$ cat config.mk
export PLATFORM = sky130hd
export DESIGN_NAME = pre_comm_remap
export DESIGN_NICKNAME = d
export VERILOG_FILES = /design/src/rtl/pre_comm_remap.sv
export SDC_FILE = /design/constraint.sdc
export NUM_CORES = 1
export LEC_CHECK = 0
export ABC_CLOCK_PERIOD_IN_PS = 6100
export BUFFER_PORTS_ARGS = -buffer_cell sky130_fd_sc_hd__buf_4
export CAP_MARGIN = 20
export CELL_PAD_IN_SITES_DETAIL_PLACEMENT = 1
export CELL_PAD_IN_SITES_GLOBAL_PLACEMENT = 2
export CORE_MARGIN = 2
export CORE_UTILIZATION = 23
export CTS_BUF_LIST = sky130_fd_sc_hd__clkbuf_2
export DETAILED_ROUTE_END_ITERATION = 8
export PLACE_DENSITY = 0.55
export SYNTH_ARGS = -nofsm -noshare
export SYNTH_HDL_FRONTEND = slang
export SYNTH_SLANG_ARGS = --single-unit
$ cat constraint.sdc
create_clock -name clk -period 6.1 [get_ports clk]
set_input_delay 0.305 -clock clk [delete_from_list [all_inputs] [get_ports clk]]
set_output_delay 0.305 -clock clk [all_outputs]
set_load 0.01 [all_outputs]
$ cat src/rtl/pre_comm_remap.sv
// Per-channel 2-stage address remapper in front of the pre-commutator.
// Spreads nOUT outputs over nPIPE pipelines as {pipe, local}; drops out-of-range beats.
module pre_comm_remap #(
    parameter int nIN   = 8,
    parameter int nOUT  = 52,
    parameter int nPIPE = 4,
    parameter int wD    = 25,
    parameter int wCNT  = 16,
    localparam int wA_OUT = $clog2(nOUT),
    localparam int nCH    = (nOUT + nPIPE - 1) / nPIPE,
    localparam int wA_CH  = $clog2(nCH),
    localparam int wP     = $clog2(nPIPE),
    localparam int wA_MAP = wP + wA_CH
) (
    input  logic                    clk,
    input  logic                    reset,
    input  logic                    mode_bal,
    input  logic [nIN-1:0]          req_in,
    input  logic [wD*nIN-1:0]       data_in,
    input  logic [wA_OUT*nIN-1:0]   addr_in,
    output logic [nIN-1:0]          rdy_out,
    output logic [nIN-1:0]          req_out,
    output logic [wD*nIN-1:0]       data_out,
    output logic [wA_MAP*nIN-1:0]   addr_out,
    input  logic [nIN-1:0]          rdy_in,
    output logic [nIN-1:0]          err_out,
    output logic [wCNT*nIN-1:0]     drop_cnt
);

    for (genvar g = 0; g < nIN; g++) begin : g_ch
        logic              v1;
        logic              v2;
        logic              m1;
        logic              err;
        logic [wD-1:0]     d1;
        logic [wD-1:0]     d2;
        logic [wA_OUT-1:0] a1;
        logic [wA_MAP-1:0] a2;
        logic [wCNT-1:0]   cnt;
        logic [wP-1:0]     p;
        logic              oob;
        logic [wA_CH-1:0]  loc;
        logic [wA_MAP-1:0] map;
        logic              s2_free;
        logic              rdy;
        logic              acc;
        logic              mv;
        logic              drop;

        // Pipe index from a comparator ladder instead of a divider.
        always_comb begin
            p = '0;
            for (int k = 1; k < nPIPE; k++) begin
                if (int'(a1) >= k * nCH) p = p + wP'(1);
            end
        end

        assign oob     = int'(a1) >= nOUT;
        assign loc     = wA_CH'(int'(a1) - int'(p) * nCH);
        assign map     = m1 ? {p, loc} : wA_MAP'(a1);
        assign s2_free = !v2 | rdy_in[g];
        assign rdy     = reset & (!v1 | s2_free);
        assign acc     = req_in[g] & rdy;
        assign mv      = v1 & !oob & s2_free;
        // An out-of-range beat leaves S1 regardless of S2 state.
        assign drop    = v1 & oob;

        always_ff @(posedge clk or negedge reset) begin
            if (!reset) begin
                v1  <= 1'b0;
                v2  <= 1'b0;
                m1  <= 1'b0;
                err <= 1'b0;
                d1  <= '0;
                d2  <= '0;
                a1  <= '0;
                a2  <= '0;
                cnt <= '0;
            end else begin
                if (acc) begin
                    v1 <= 1'b1;
                    d1 <= data_in[g*wD +: wD];
                    a1 <= addr_in[g*wA_OUT +: wA_OUT];
                    m1 <= mode_bal;
                end else if (mv | drop) begin
                    v1 <= 1'b0;
                end
                if (s2_free) begin
                    v2 <= mv;
                    if (mv) begin
                        d2 <= d1;
                        a2 <= map;
                    end
                end
                err <= drop;
                if (drop && cnt != {wCNT{1'b1}}) cnt <= cnt + wCNT'(1);
            end
        end

        assign rdy_out[g]                   = rdy;
        assign req_out[g]                   = v2;
        assign err_out[g]                   = err;
        assign data_out[g*wD +: wD]         = d2;
        assign addr_out[g*wA_MAP +: wA_MAP] = a2;
        assign drop_cnt[g*wCNT +: wCNT]     = cnt;
    end

endmodule

=== After elaboration in Yosys (flattened, before gate mapping) ===
Index checks and enable logic that the tools add are counted.

* RAM bits: 0
* Memory bits (read-only): 0
* Bits in latches: 0
* Bits in registers: 656
* Memories kept: 0
* Input port bits: 267

* Eq/ne operators: 8
* $lt $le $gt $ge: 32
* Add/subtract/negate cells: 32
* Bitwise logic cells: 64
* Reductions and logical operators: 48
* Muxes and demuxes: 48
* Div/mod/pow operators: 0
* Shifts and indexed selects: 0
* $mul: 8

{| class="wikitable"
|+ Operators by type and width
! kind !! count
|-
| adder 16 x 1 -> 16 bit, second input constant || 8
|-
| != test 16 bit, second input constant || 8
|-
| greater-or-equal comparator 6 bit, second input constant || 16
|-
| greater-or-equal comparator 6 x 4 -> 1 bit, second input constant || 8
|-
| greater-or-equal comparator 6 x 5 -> 1 bit, second input constant || 8
|-
| two-way mux 6 bit || 8
|-
| AND 1 bit || 40
|-
| adder 2 x 1 -> 2 bit, second input constant || 16
|-
| multiplier 2 x 4 -> 4 bit, second input constant || 8
|-
| two-way mux 2 bit || 16
|-
| subtractor 4 bit || 8
|-
| logical NOT 1 bit || 24
|-
| two-way mux 1 bit || 24
|-
| OR 1 bit || 24
|-
| AND reduction 2 bit || 8
|-
| nonzero test 2 bit || 8
|-
| logical AND 1 bit || 8
|}

=== Logic depth before layout (Yosys ltp) ===
Gate-level depths: netlist (run 1).

* Word-level depth: 9
* Depth in mapped cells: 13
* Gate-level depth less buffers: 12

=== Worst setup path before layout (run 1) ===
No wires, ideal clock.

* Path kind: flip-flop to flip-flop
* Start: reg g_ch[3].a1[2]
* End: reg g_ch[3].a2[3]
* Data arrival time: 3.084 ns
* Slack: 2.892 ns
* Library setup time: 0.124 ns
* Stages on the path, launching flop included: 14
* Buffers on the path: 1
* Cells stage by stage: dfrtp_1 -> clkbuf_1 -> o211ai_1 -> nand2_1 -> ha_1 -> a21boi_0 -> nor2_1 -> or2_2 -> ha_1 -> and2_1 -> or3_1 -> a211o_1 -> and4_1 -> o31a_1

* Cells in the longest elaborated chain, start to end: 9
* Elaborated cells between the ends (all ways): 16
* Classes of those cells: add/sub: 3; mul: 1; order compare: 4; mux: 4; bitwise: 2; reduce/logical: 2

{| class="wikitable"
|+ RTL lines
! element !! RTL line !! text
|-
| start: declaration || 37 || <nowiki>logic [wA_OUT-1:0] a1;</nowiki>
|-
| start signal: assignment || 83 || <nowiki>a1 <= addr_in[g*wA_OUT +: wA_OUT];</nowiki>
|-
| greater-or-equal comparator 6 x 4 -> 1 bit || 54 || <nowiki>if (int'(a1) >= k * nCH) p = p + wP'(1);</nowiki>
|-
| two-way mux 1 bit || 54 ||
|-
| adder 2 x 1 -> 2 bit || 54 ||
|-
| two-way mux 2 bit || 54 ||
|-
| adder 2 x 1 -> 2 bit || 54 ||
|-
| two-way mux 2 bit || 54 ||
|-
| multiplier 2 x 4 -> 4 bit || 59 || <nowiki>assign loc = wA_CH'(int'(a1) - int'(p) * nCH);</nowiki>
|-
| subtractor 4 bit || 59 ||
|-
| two-way mux 6 bit || 60 || <nowiki>assign map = m1 ? {p, loc} : wA_MAP'(a1);</nowiki>
|-
| end signal: assignment || 92 || <nowiki>a2 <= map;</nowiki>
|-
| end: declaration || 38 || <nowiki>logic [wA_MAP-1:0] a2;</nowiki>
|}

Parallel ways exist; a longest one is shown, timed or not.
A chain may end at the register's enable or synchronous reset.

=== Worst setup path after layout (run 1) ===
* Start: in reset
* End: out rdy_out[2]

* Cells in the longest elaborated chain, start to end: 1

{| class="wikitable"
|+ RTL lines
! element !! RTL line !! text
|-
| start: declaration || 16 || <nowiki>input logic reset,</nowiki>
|-
| AND 1 bit || 62 || <nowiki>assign rdy = reset & (!v1 | s2_free);</nowiki>
|-
| end: declaration || 21 || <nowiki>output logic [nIN-1:0] rdy_out,</nowiki>
|}

Every way passes these cells.

==> impl_results.md, run 1 <==
* Final instance area at 0.0445 mm²
* Final WL at 102 mm
* Max-slew violation count at 0
* Distinct cells, synth at 60
* Detail Route Antenna Nets at 0
* Endpoints failing setup at 0
* Clk_lat worst skew at 1.60 ns
* Final Hold Viols at 0
* Hold Crit Class: reg -> reg
* PwrDens at 337 mW/mm²
* Fillers at 13700
* Critical Path AT at 3.68 ns
* Slew margin rel. at 27.3%
* DRT Pass-1 Iters at 4
* Leakage at 20.9 nW
* Vias at 24000
* RSZ-0062 raised after global routing: no
* EDFF count, synth at 0
* Net Count, Synth at 2607
* FF-to-FF path depth at 12
* Global Route Usage Sum at 16.4%
* R2r startpoint: g_ch[3].a1[1]
* Run status: finished clean
* Yosys reg bits at 656
* Area leader, netlist: dfrtp_1
* Final worst setup slack at 2.11 ns
* Top post-synthesis cells by area: dfrtp_1 (59%), mux2_2 (16%), nand2_1 (4.7%)
* Slowest cell on crit path: buf_4
* Share of the synthesized area in the top cell type at 58.5%
* CTS H-tree lvls at 4
* Largest stage delay, worst path at 0.63 ns
* Dpl cells at 4504
* Die width at 353 µm
* Worst-path clk slew at 0.09 ns
* Hold path depth at 2
* Synth Cell Area at 0.0281 mm²
* Clock skew at 0.133 ns
* Clock Tree Root: clkbuf_2
* Period Utilization, post-route at 65.4%
* Max IR drop VDD at 0.000175 V
* Hold_sp: g_ch[5].d1[24]
* Initial antenna violation count at 11
* FF-to-FF End: g_ch[3].a2[3]
* Layout Cells excl Fill at 5621
* Top Ports at 667
* First-pass GRT wire length at 160 mm
* Post-synth top flop: dfrtp_1
* Multi-input combinational cell area at 0.0109 mm²
* Register area at 0.0164 mm²
* Core region area at 0.121 mm²
* Post-CTS setup repair buffer count at 0
* Total Nets Final at 4178
* Worst EP required at 5.79 ns
* CP startpoint kind: input port
* FF-to-FF setup slack at 2.54 ns
* Setup_tns at 0 ns
* Wire per inst at 18.1 µm
* Gates resized, CTS repair at 0
* DP Worst Slack at 2.59 ns
* Vias/cell at 4.27
* CP most frequent cell: dlygate4sd3_1
* Cell row count at 128
* Hold worst-path end: g_ch[5].d2[24]
* Largest net degree at the start of global routing at 127
* I/O Buffers at 666
* Total die area at 0.125 mm²
* Inserted Clock Buffers at 189
* Worst Setup End Kind: output pin
* Post-synth ARST share at 100%
* Period minus WS final at 3.99 ns
* Slew @ Worst Pin at 1.09 ns
* Total global routing overflow at 0
* Starting Density at 23.1%
* Yosys warning total at 0
* CP top delay family: buffers and inverters
* Fmax achieved at 251 MHz
* Cell chain of the critical path: dlygate4sd3_1 -> dlygate4sd3_1 -> dlygate4sd3_1 -> buf_8 -> buf_16 -> buf_4 -> o21a_1 -> buf_4
* Bufs and invs on worst path at 7
* Seq/Total Area, Yosys at 58.5%
* Final GP Congestion at 0.769
* CP max FO at 59
* Clock tree buffer depth at 3
* Iter 0 DRT Violations at 746
* Post-DP Area at 0.0348 mm²
* # clock sinks at 656
* Synth Instances at 2292
* Drt drc at 0
* Syn Area/Cell at 12.2 µm²
* Vias in the first global route at 27600
* Die Span Y at 353 µm
* WS Path Type: in -> out
* Area grow syn2layout at 58.6%
* MaxCap Viol Count at 0
* DP HPWL at 67.8 mm
* TritonCTS clock tree: done
* Share of layout cells above drive strength 1 at 35.3%
[layout by cell type (no fill, tap or decap), drive strengths merged, types with 5 or more instances in the layout]
cell / netlist / final
dlygate4sd3: 0 / 790
buf: 60 / 694
dfrtp: 656 / 656
mux2: 394 / 394
nand2: 350 / 350
clkbuf: 44 / 278
xnor2: 84 / 84
inv: 74 / 77
nor2: 74 / 74
nand3: 61 / 61
o21ai: 51 / 51
xor2: 44 / 44
ha: 40 / 40
o211ai: 33 / 33
nand4: 32 / 32
clkinv: 0 / 32
nand2b: 27 / 27
nor3: 27 / 27
and3: 25 / 25
a31oi: 21 / 21
a21oi: 21 / 21
o21a: 13 / 13
and4: 13 / 13
a211oi: 12 / 12
a21o: 12 / 12
or2: 11 / 11
a21boi: 10 / 10
mux2i: 9 / 9
and2: 8 / 8
or3: 8 / 8
fa: 8 / 8
a311o: 8 / 8
o2111ai: 8 / 8
diode: 0 / 7
o31a: 7 / 7
or4: 6 / 6
nor4: 6 / 6
a311oi: 5 / 5
a211o: 5 / 5
[metrics by stage]
stage | power, W | util (%) | hold WS, ns
floorplan | 0.00851 | - | 0.00941
global placement | 0.0109 | 28.7 | 0.318
detailed placement | 0.0111 | 28.7 | 0.325
CTS | 0.0153 | 36.6 | 0.0563
global route | 0.0161 | 36.6 | 0.220
finish | 0.0150 | 36.6 | 0.416
[layer usage]
| metal | wire length [µm] | global-route usage, % | vias up |
|---|---|---|---|
| met5 | 52 | 0 | - |
| met3 | 6970 | 5.66 | 217 |
| met4 | 3560 | 7.23 | 8 |
| met1 | 40300 | 18.4 | 12000 |
| li1 | - | - | 11200 |
| met2 | 50600 | 27.9 | 595 |
[worst reg2reg max path, stage by stage, from the launching register on]
cell and delay (ns):
dfrtp_1 0.49, o211ai_1 0.24, nand2_1 0.12, ha_1 0.35, a21boi_0 0.31, nor2_1 0.12
or2_2 0.32, ha_1 0.27, and2_1 0.16, or3_1 0.34, a211o_1 0.32, and4_1 0.20
o31a_1 0.23
[cells in the mapped netlist, types with 4 or more instances]
| cell type | number |
|---|---|
| or3_1 | 8 |
| nor2_1 | 74 |
| a21boi_0 | 10 |
| a311o_1 | 7 |
| a21o_1 | 12 |
| clkbuf_1 | 41 |
| o31ai_1 | 4 |
| a31oi_1 | 21 |
| or2_2 | 10 |
| mux2i_1 | 9 |
| nor4_1 | 5 |
| xor2_1 | 44 |
| a21oi_1 | 20 |
| inv_1 | 71 |
| o21ai_0 | 50 |
| fa_1 | 8 |
| nand4_1 | 32 |
| a311oi_1 | 5 |
| xnor2_1 | 84 |
| or4_1 | 6 |
| buf_1 | 27 |
| nor2b_1 | 4 |
| nand2_1 | 350 |
| nand2b_1 | 27 |
| and4_1 | 13 |
| dfrtp_1 | 656 |
| a211oi_1 | 12 |
| mux2_2 | 394 |
| and2_1 | 8 |
| o2111ai_1 | 7 |
| nor3_1 | 26 |
| ha_1 | 40 |
| nand3_1 | 61 |
| o21a_1 | 13 |
| o211ai_1 | 33 |
| buf_2 | 9 |
| and3_1 | 25 |
| a211o_1 | 5 |
| buf_4 | 24 |
| o31a_1 | 7 |
[worst max path at each step]
stage	from	slack [ns]	cells after the start	end
after floorplan	g_ch[3].a1[2]	2.89	13	g_ch[3].a2[3]
after global placement	g_ch[1].a1[1]	2.74	12	g_ch[1].a2[3]
after detailed placement	g_ch[3].a1[1]	2.59	12	g_ch[3].a2[3]
after CTS	reset	2.07	8	rdy_out[2]
after global routing	reset	1.90	8	rdy_out[2]
final	reset	2.11	8	rdy_out[2]
[where the power goes]
part	total, W	internal (W)	leakage, nW	switching, W
clock	0.00333	0.00130	1.26	0.00203
combinational	0.00533	0.00293	11.6	0.00240
sequential	0.00631	0.00547	8.07	0.000838
total	0.0150	0.00970	20.9	0.00527
[state kept, by name, summed over array words and instances, names as in the netlist]
register	flops
g_ch.m1	8
g_ch.v2	8
g_ch.v1	8
g_ch.cnt	128
g_ch.d2	200
g_ch.a2	48
g_ch.d1	200
g_ch.a1	48
g_ch.err	8
[cell families (layout without fill, tap and decap cells)]
family	Yosys count	after routing	share of synthesized area (%)
xor gates and xnor gates	128	128	4.00
muxes	403	403	16.1
buffers and inverters	178	1875	2.76
and+or+nand+nor	658	658	10.7
DFF	656	656	58.5
AOI/OAI and AO/OA	221	221	5.50
adders and majority gates	48	48	2.36
other	0	7	0
[repair_timing]
item	in CTS	in global routing
endpoints found under the setup margin	0	0
hold buffers	792	0
hold endpoints to repair	1158	0
[area by class of cell]
type	instances	area share (%)
flip-flops and latches	656	36.9
repair buffers	1484	29.7
multi-input cells	1458	24.5
well taps	1625	4.57
clock buffers	278	3.13
inverters	74	0.625
clock inverters	39	0.537
diodes	7	0.0394
No activity file was read; power rests on OpenSTA's default activity.
==> run 2, diff against run 1 <==
--- a/config.mk
+++ b/config.mk
@@ -5,7 +5,8 @@
 export SDC_FILE = /design/constraint.sdc
 export NUM_CORES = 1
 export LEC_CHECK = 0
-export ABC_CLOCK_PERIOD_IN_PS = 6100
+export ABC_AREA = 1
+export ABC_CLOCK_PERIOD_IN_PS = 3350
 export BUFFER_PORTS_ARGS = -buffer_cell sky130_fd_sc_hd__buf_4
 export CAP_MARGIN = 20
 export CELL_PAD_IN_SITES_DETAIL_PLACEMENT = 1
@@ -14,7 +15,7 @@
 export CORE_UTILIZATION = 23
 export CTS_BUF_LIST = sky130_fd_sc_hd__clkbuf_2
 export DETAILED_ROUTE_END_ITERATION = 8
-export PLACE_DENSITY = 0.55
+export PLACE_DENSITY = 0.62
 export SYNTH_ARGS = -nofsm -noshare
 export SYNTH_HDL_FRONTEND = slang
 export SYNTH_SLANG_ARGS = --single-unit
==> constraint.sdc (replaced) <==
create_clock -name clk -period 3.35 [get_ports clk]
set_input_delay 0.1675 -clock clk [delete_from_list [all_inputs] [get_ports clk]]
set_output_delay 0.1675 -clock clk [all_outputs]
set_load 0.01 [all_outputs]
==> run 2 against run 1 <==
Against the previous run:
- sequential share of layout area decreased by 2.3 points
- hold slack worse by 0.070 ns
- worst setup slack lost 2.0 ns
- clock power grew 87%
- register-to-register slack got worse by 2.3 ns
- via count grew 19%
- critical endpoint is now g_ch[5].a1[0]
- highest routed layer unchanged
==> impl_results.md, run 2 <==
* Run status: finished clean
* I/O Buffers at 666
* Final WL at 114 mm
* Iter 0 DRT Violations at 1050
* Clock skew at 0.111 ns
* Worst EP required at 4.68 ns
* WHS at 0.346 ns
* Leakage at 23.8 nW
* Yosys reg bits at 656
* Slew margin rel. at 29.5%
* Post-CTS setup repair buffer count at 0
* Cell row count at 130
* Final GP Congestion at 0.807
* Top post-synthesis cells by area: dfrtp_1 (57%), nand2_1 (8.6%), inv_1 (5.6%)
* Share of the synthesized area in the top cell type at 56.7%
* Area leader, netlist: dfrtp_1
* Worst Setup End Kind: flip-flop
* Initial antenna violation count at 17
* PwrDens at 677 mW/mm²
* Inserted Clock Buffers at 189
* Share of layout cells above drive strength 1 at 20.8%
* Period Utilization, post-route at 95.2%
* # clock sinks at 656
* Detail Route Antenna Nets at 0
* EDFF count, synth at 0
* Vias in the first global route at 31600
* Hold Crit Class: in -> reg
* Worst-path clk slew at 0.10 ns
* Starting Density at 23.1%
* Seq/Total Area, Yosys at 56.7%
* Endpoints failing setup at 0
* DRT Pass-1 Iters at 6
* Net Count, Synth at 3576
* Synth Cell Area at 0.0290 mm²
* Vias at 28700
* Top Ports at 667
* Syn Area/Cell at 8.88 µm²
* First-pass GRT wire length at 182 mm
* Max-slew violation count at 0
* Period minus WS final at 3.19 ns
* Post-synth top flop: dfrtp_1
* Max IR drop VDD at 0.000338 V
* Clk_lat worst skew at 1.55 ns
* Synth cell count leaders: nand2_1 (662), dfrtp_1 (656), inv_1 (429)
* Core region area at 0.125 mm²
* CTS H-tree lvls at 4
* Most frequent cells in the layout: dlygate4sd3_1 (981), buf_4 (693), dfrtp_1 (656), nand2_1 (654), inv_1 (429)
* DP HPWL at 74.6 mm
* Wire per inst at 16.8 µm
* Clock tree buffer depth at 3
* Most common cell in the synthesized netlist: nand2_1
* Final Hold Viols at 0
* RSZ-0062 raised after global routing: no
* TritonCTS clock tree: done
* Biggest registers after layout: g_ch.d1: 200 flops, g_ch.d2: 200 flops, g_ch.cnt: 128 flops
* Die Span Y at 359 µm
* Slew @ Worst Pin at 1.06 ns
* Setup_tns at 0 ns
* Total Nets Final at 5325
* Largest net degree at the start of global routing at 69
* CP max FO at 64
* Distinct cells, synth at 36
* Total global routing overflow at 0
* Synth Instances at 3261
* Drt drc at 0
* Die width at 359 µm
* Post-synth ARST share at 100%
* Clock Tree Root: clkbuf_2
* Yosys warning total at 0
* MaxCap Viol Count at 0
* WS Path Type: in -> reg
* Vias/cell at 4.21
* Most common cell after layout, fill and taps aside: dlygate4sd3_1
* Fmax achieved at 313 MHz
* CP startpoint kind: input port
* Critical Path AT at 4.52 ns
* Area grow syn2layout at 63.8%
* Total die area at 0.129 mm²
* Global Route Usage Sum at 17.8%
-- run 2: worst max-delay path: stages --
cell,delay (ns)
buf_8,0.10
buf_16,0.11
buf_16,0.10
buf_16,0.10
buf_16,0.08
dlygate4sd3_1,0.88
buf_16,0.22
buf_12,0.17
buf_4,0.26
o21ai_0,0.13
inv_1,0.19
nand2_4,0.48
nor2_1,0.27
dlygate4sd3_1,0.59
a21oi_1,0.04
dlygate4sd3_1,0.59
-- run 2: logic make-up after synthesis --
group           synth area share (%)
simple gates                    18.4
mux                            0.622
compound gates                  10.4
fa+ha+maj                       2.28
flops                           56.7
xor+xnor                        3.87
buf+inv                         7.81
-- run 2: per-layer routing --
layer,wire (µm),track usage (%)
met3,6640,5.56
met2,56800,30.5
met1,47400,20.9
met5,68,0
met4,3390,6.83
-- run 2: layout make-up --
cell class	instances	area [µm²]
fill	14800	77800
sequential	656	16400
timing repair buffer	1684	15200
multi-input combinational	2048	10400
tap	1650	2060
inverter	431	1620
clock buffer	279	1400
clock inverter	51	304
antenna	15	37.5
-- run 2: stage by stage --
step	utilization (%)	instances	instance area, µm²	power [W]	worst slack [ns]
2_1_floorplan	-	3261	29000	0.0184	0.970
3_3_place_gp	28.5	5482	35700	0.0242	0.720
3_5_place_dp	28.5	5482	35700	0.0244	0.687
4_1_cts	37.9	6799	47400	0.0326	0.0247
5_1_grt	37.9	6812	47500	0.0350	0.0187
6_report	37.9	6814	47500	0.0321	0.160
-- run 2: report_power, final --
| group | leakage (nW) | switching (W) | internal (W) |
|---|---|---|---|
| clock network | 1.30 | 0.00376 | 0.00246 |
| logic | 14.7 | 0.00749 | 0.00615 |
| registers | 7.82 | 0.00171 | 0.0105 |
-- run 2: final timing paths --
check / startpoint / endpoint / slack (ns) / cells after the start
worst max-delay path: reset / g_ch[5].a1[0] / 0.16 / 16
worst min-delay path: req_in[3] / g_ch[3].v1 / 0.35 / 5
worst max register to register: g_ch[6].v2 / g_ch[6].d1[9] / 0.28 / 11
worst min register to register: g_ch[4].d1[23] / g_ch[4].d2[23] / 0.46 / 2
max in group asynchronous: reset / g_ch[7].cnt[3] / 0.69 / 10
min in group asynchronous: reset / g_ch[5].a2[0] / 0.38 / 9
-- run 2: repair_timing --
| action | 4_1_cts | 5_1_grt |
|---|---|---|
| setup endpoints to repair | 0 | 22 |
| resized for setup | 0 | 4 |
| hold endpoints to repair | 1176 | 0 |
| hold buffers | 987 | 0 |
==> run 3, diff against run 2 <==
--- a/config.mk
+++ b/config.mk
@@ -15,7 +15,7 @@
 export CORE_UTILIZATION = 23
 export CTS_BUF_LIST = sky130_fd_sc_hd__clkbuf_2
 export DETAILED_ROUTE_END_ITERATION = 8
-export PLACE_DENSITY = 0.62
+export PLACE_DENSITY = 0.74
 export SYNTH_ARGS = -nofsm -noshare
 export SYNTH_HDL_FRONTEND = slang
 export SYNTH_SLANG_ARGS = --single-unit
==> run 3 against run 2 <==
Against the previous run:
- fmax about the same
- worst setup slack got worse by 0.0018 ns
- non-clock buffer count decreased by 85
- critical endpoint is now g_ch[7].d1[4]
- highest routed layer unchanged
==> impl_results.md, run 3 (synthesis results as in run 2) <==
* Run status: finished clean
* Die width at 359 µm
* RSZ-0062 raised after global routing: no
* Clock Tree Root: clkbuf_2
* Max IR drop VDD at 0.000420 V
* Seq pwr share at 38.5%
* Gates resized, CTS repair at 0
* Clock skew at 0.154 ns
* Final Hold Viols at 0
* Setup_tns at 0 ns
* Largest net degree at the start of global routing at 99
* Slew @ Worst Pin at 1.06 ns
* Initial antenna violation count at 12
* Cell count along the critical path at 13
* Switching power at 0.0132 W
* Worst EP required at 4.76 ns
* Total Nets Final at 5239
* Detail Route Antenna Nets at 0
* Slowest cell on crit path: dlygate4sd3_1
* Die Span Y at 359 µm
* Global Route Usage Sum at 18.0%
* Final GP Congestion at 0.785
* Biggest registers after layout: g_ch.d1: 200 flops, g_ch.d2: 200 flops, g_ch.cnt: 128 flops
* FF-to-FF path depth at 11
* Comb pwr share at 41.5%
* Top Ports at 667
* Largest stage delay, worst path at 0.60 ns
* Core region area at 0.125 mm²
* Layout Cells excl Fill at 6745
* I/O Buffers at 666
* Clock tree buffer depth at 3
* PwrDens at 689 mW/mm²
* Final worst setup slack at 0.158 ns
* Wire per inst at 17.0 µm
* CTS H-tree lvls at 4
* Total die area at 0.129 mm²
* CP max FO at 33
* Area grow syn2layout at 60.7%
* Worst Setup End Kind: flip-flop
* Post-CTS Hold Buffers at 898
* DP HPWL at 70.2 mm
* Vias at 28800
* Starting Density at 23.1%
* Net Sw Frac at 41.1%
* # clock sinks at 656
* Hold path depth at 2
* FF-to-FF setup slack at 0.25 ns
* Period Utilization, post-route at 95.3%
* Dpl cells at 5486
* Vias in the first global route at 32300
* CP top delay family: buffers and inverters
* Critical Path AT at 4.60 ns
* Total global routing overflow at 0
* Leakage at 23.5 nW
* Period minus WS final at 3.19 ns
* Share of layout cells above drive strength 1 at 21.3%
* Fmax achieved at 313 MHz
* Most frequent cells in the layout: dlygate4sd3_1 (897), buf_4 (698), dfrtp_1 (656), nand2_1 (654), inv_1 (429)
* Clock power frac at 20.0%
* Slew margin rel. at 29.4%
* Util after Layout at 37.2%
* Worst-path clk slew at 0.11 ns
* CP most frequent cell: dlygate4sd3_1
* P_int at 0.0189 W
* Final WL at 115 mm
* Most common cell after layout, fill and taps aside: dlygate4sd3_1
* WHS at 0.445 ns
* Bufs and invs on worst path at 9
* Inserted Clock Buffers at 188
* DRT Pass-1 Iters at 5
* Post-CTS setup repair buffer count at 0
* Vias/cell at 4.27
* Max-slew violation count at 0
* CP startpoint kind: input port
* Hold Crit Class: reg -> reg
* Iter 0 DRT Violations at 1275
* Clk_lat worst skew at 1.60 ns
* Cell chain of the critical path: dlygate4sd3_1 -> dlygate4sd3_1 -> dlygate4sd3_1 -> buf_8 -> buf_16 -> o21ai_0 -> inv_1 -> nand2_2 -> buf_4 -> nor2_1 -> dlygate4sd3_1 -> a21oi_1 -> dlygate4sd3_1
* Cell row count at 130
* First-pass GRT wire length at 184 mm
* TritonCTS clock tree: done
* Drt drc at 0
* WS Path Type: in -> reg
* Endpoints failing setup at 0
* MaxCap Viol Count at 0
* DP Worst Slack at 0.588 ns
==> run 3: changes by cell type in the layout (fill, tap and decap cells not counted), sizes merged <==
cell	change
inv	-3
buf	-1
bufinv	-1
dlygate4sd3	-84
diode	-1
clkinv	+2
clkbuf	+19
==> run 3: power groups by stage <==
| stage | combinational, W | sequential, W | clock (W) |
|---|---|---|---|
| finish | 0.0133 | 0.0123 | 0.00642 |
| global route | 0.0148 | 0.0127 | 0.00724 |
| CTS | 0.0131 | 0.0122 | 0.00675 |
| detailed placement | 0.0119 | 0.0124 | 0 |
| global placement | 0.0116 | 0.0123 | 0 |
| floorplan | 0.00561 | 0.0128 | 0 |
==> run 3: final timing paths <==
path / start / endpoint
max: reset / g_ch[7].d1[4]
min: g_ch[2].d1[19] / g_ch[2].d2[19]
max reg2reg: g_ch[7].v2 / g_ch[7].d1[4]
min reg2reg: g_ch[2].d1[19] / g_ch[2].d2[19]
max in group asynchronous: reset / g_ch[2].d2[2]
min in group asynchronous: reset / g_ch[4].cnt[1]
==> run 3: metal layers <==
metal  GRT usage [%]  wire length, µm  vias to the layer above
met1            20.2            46000                    14000
met2            30.6            57100                      728
met3            5.58             6760                      267
met5               0               54                        -
met4            8.98             4950                        8
li1                -                -                    13800
==> run 3: final cells by class <==
cell class | instances | area [µm²]
antenna | 14 | 35.0
clock buffer | 298 | 1490
clock inverter | 49 | 278
fill | 14800 | 78700
inverter | 431 | 1620
multi-input combinational | 2048 | 10300
sequential | 656 | 16400
tap | 1650 | 2060
timing repair buffer | 1599 | 14300
==> run 3: worst reg2reg max path, delay by kind of cell (launching register included) <==
| kind | cells | cell delay, ns |
|---|---|---|
| buffers and inverters | 6 | 1.67 |
| and+or+nand+nor | 3 | 0.68 |
| DFF | 1 | 0.39 |
| AOI/OAI and AO/OA | 2 | 0.30 |
==> run 3: stage by stage <==
step | power (W) | cell area [µm²]
2_1_floorplan | 0.0184 | 29000
3_3_place_gp | 0.0239 | 35700
3_5_place_dp | 0.0242 | 35700
4_1_cts | 0.0321 | 46500
5_1_grt | 0.0347 | 46500
6_report | 0.0321 | 46600
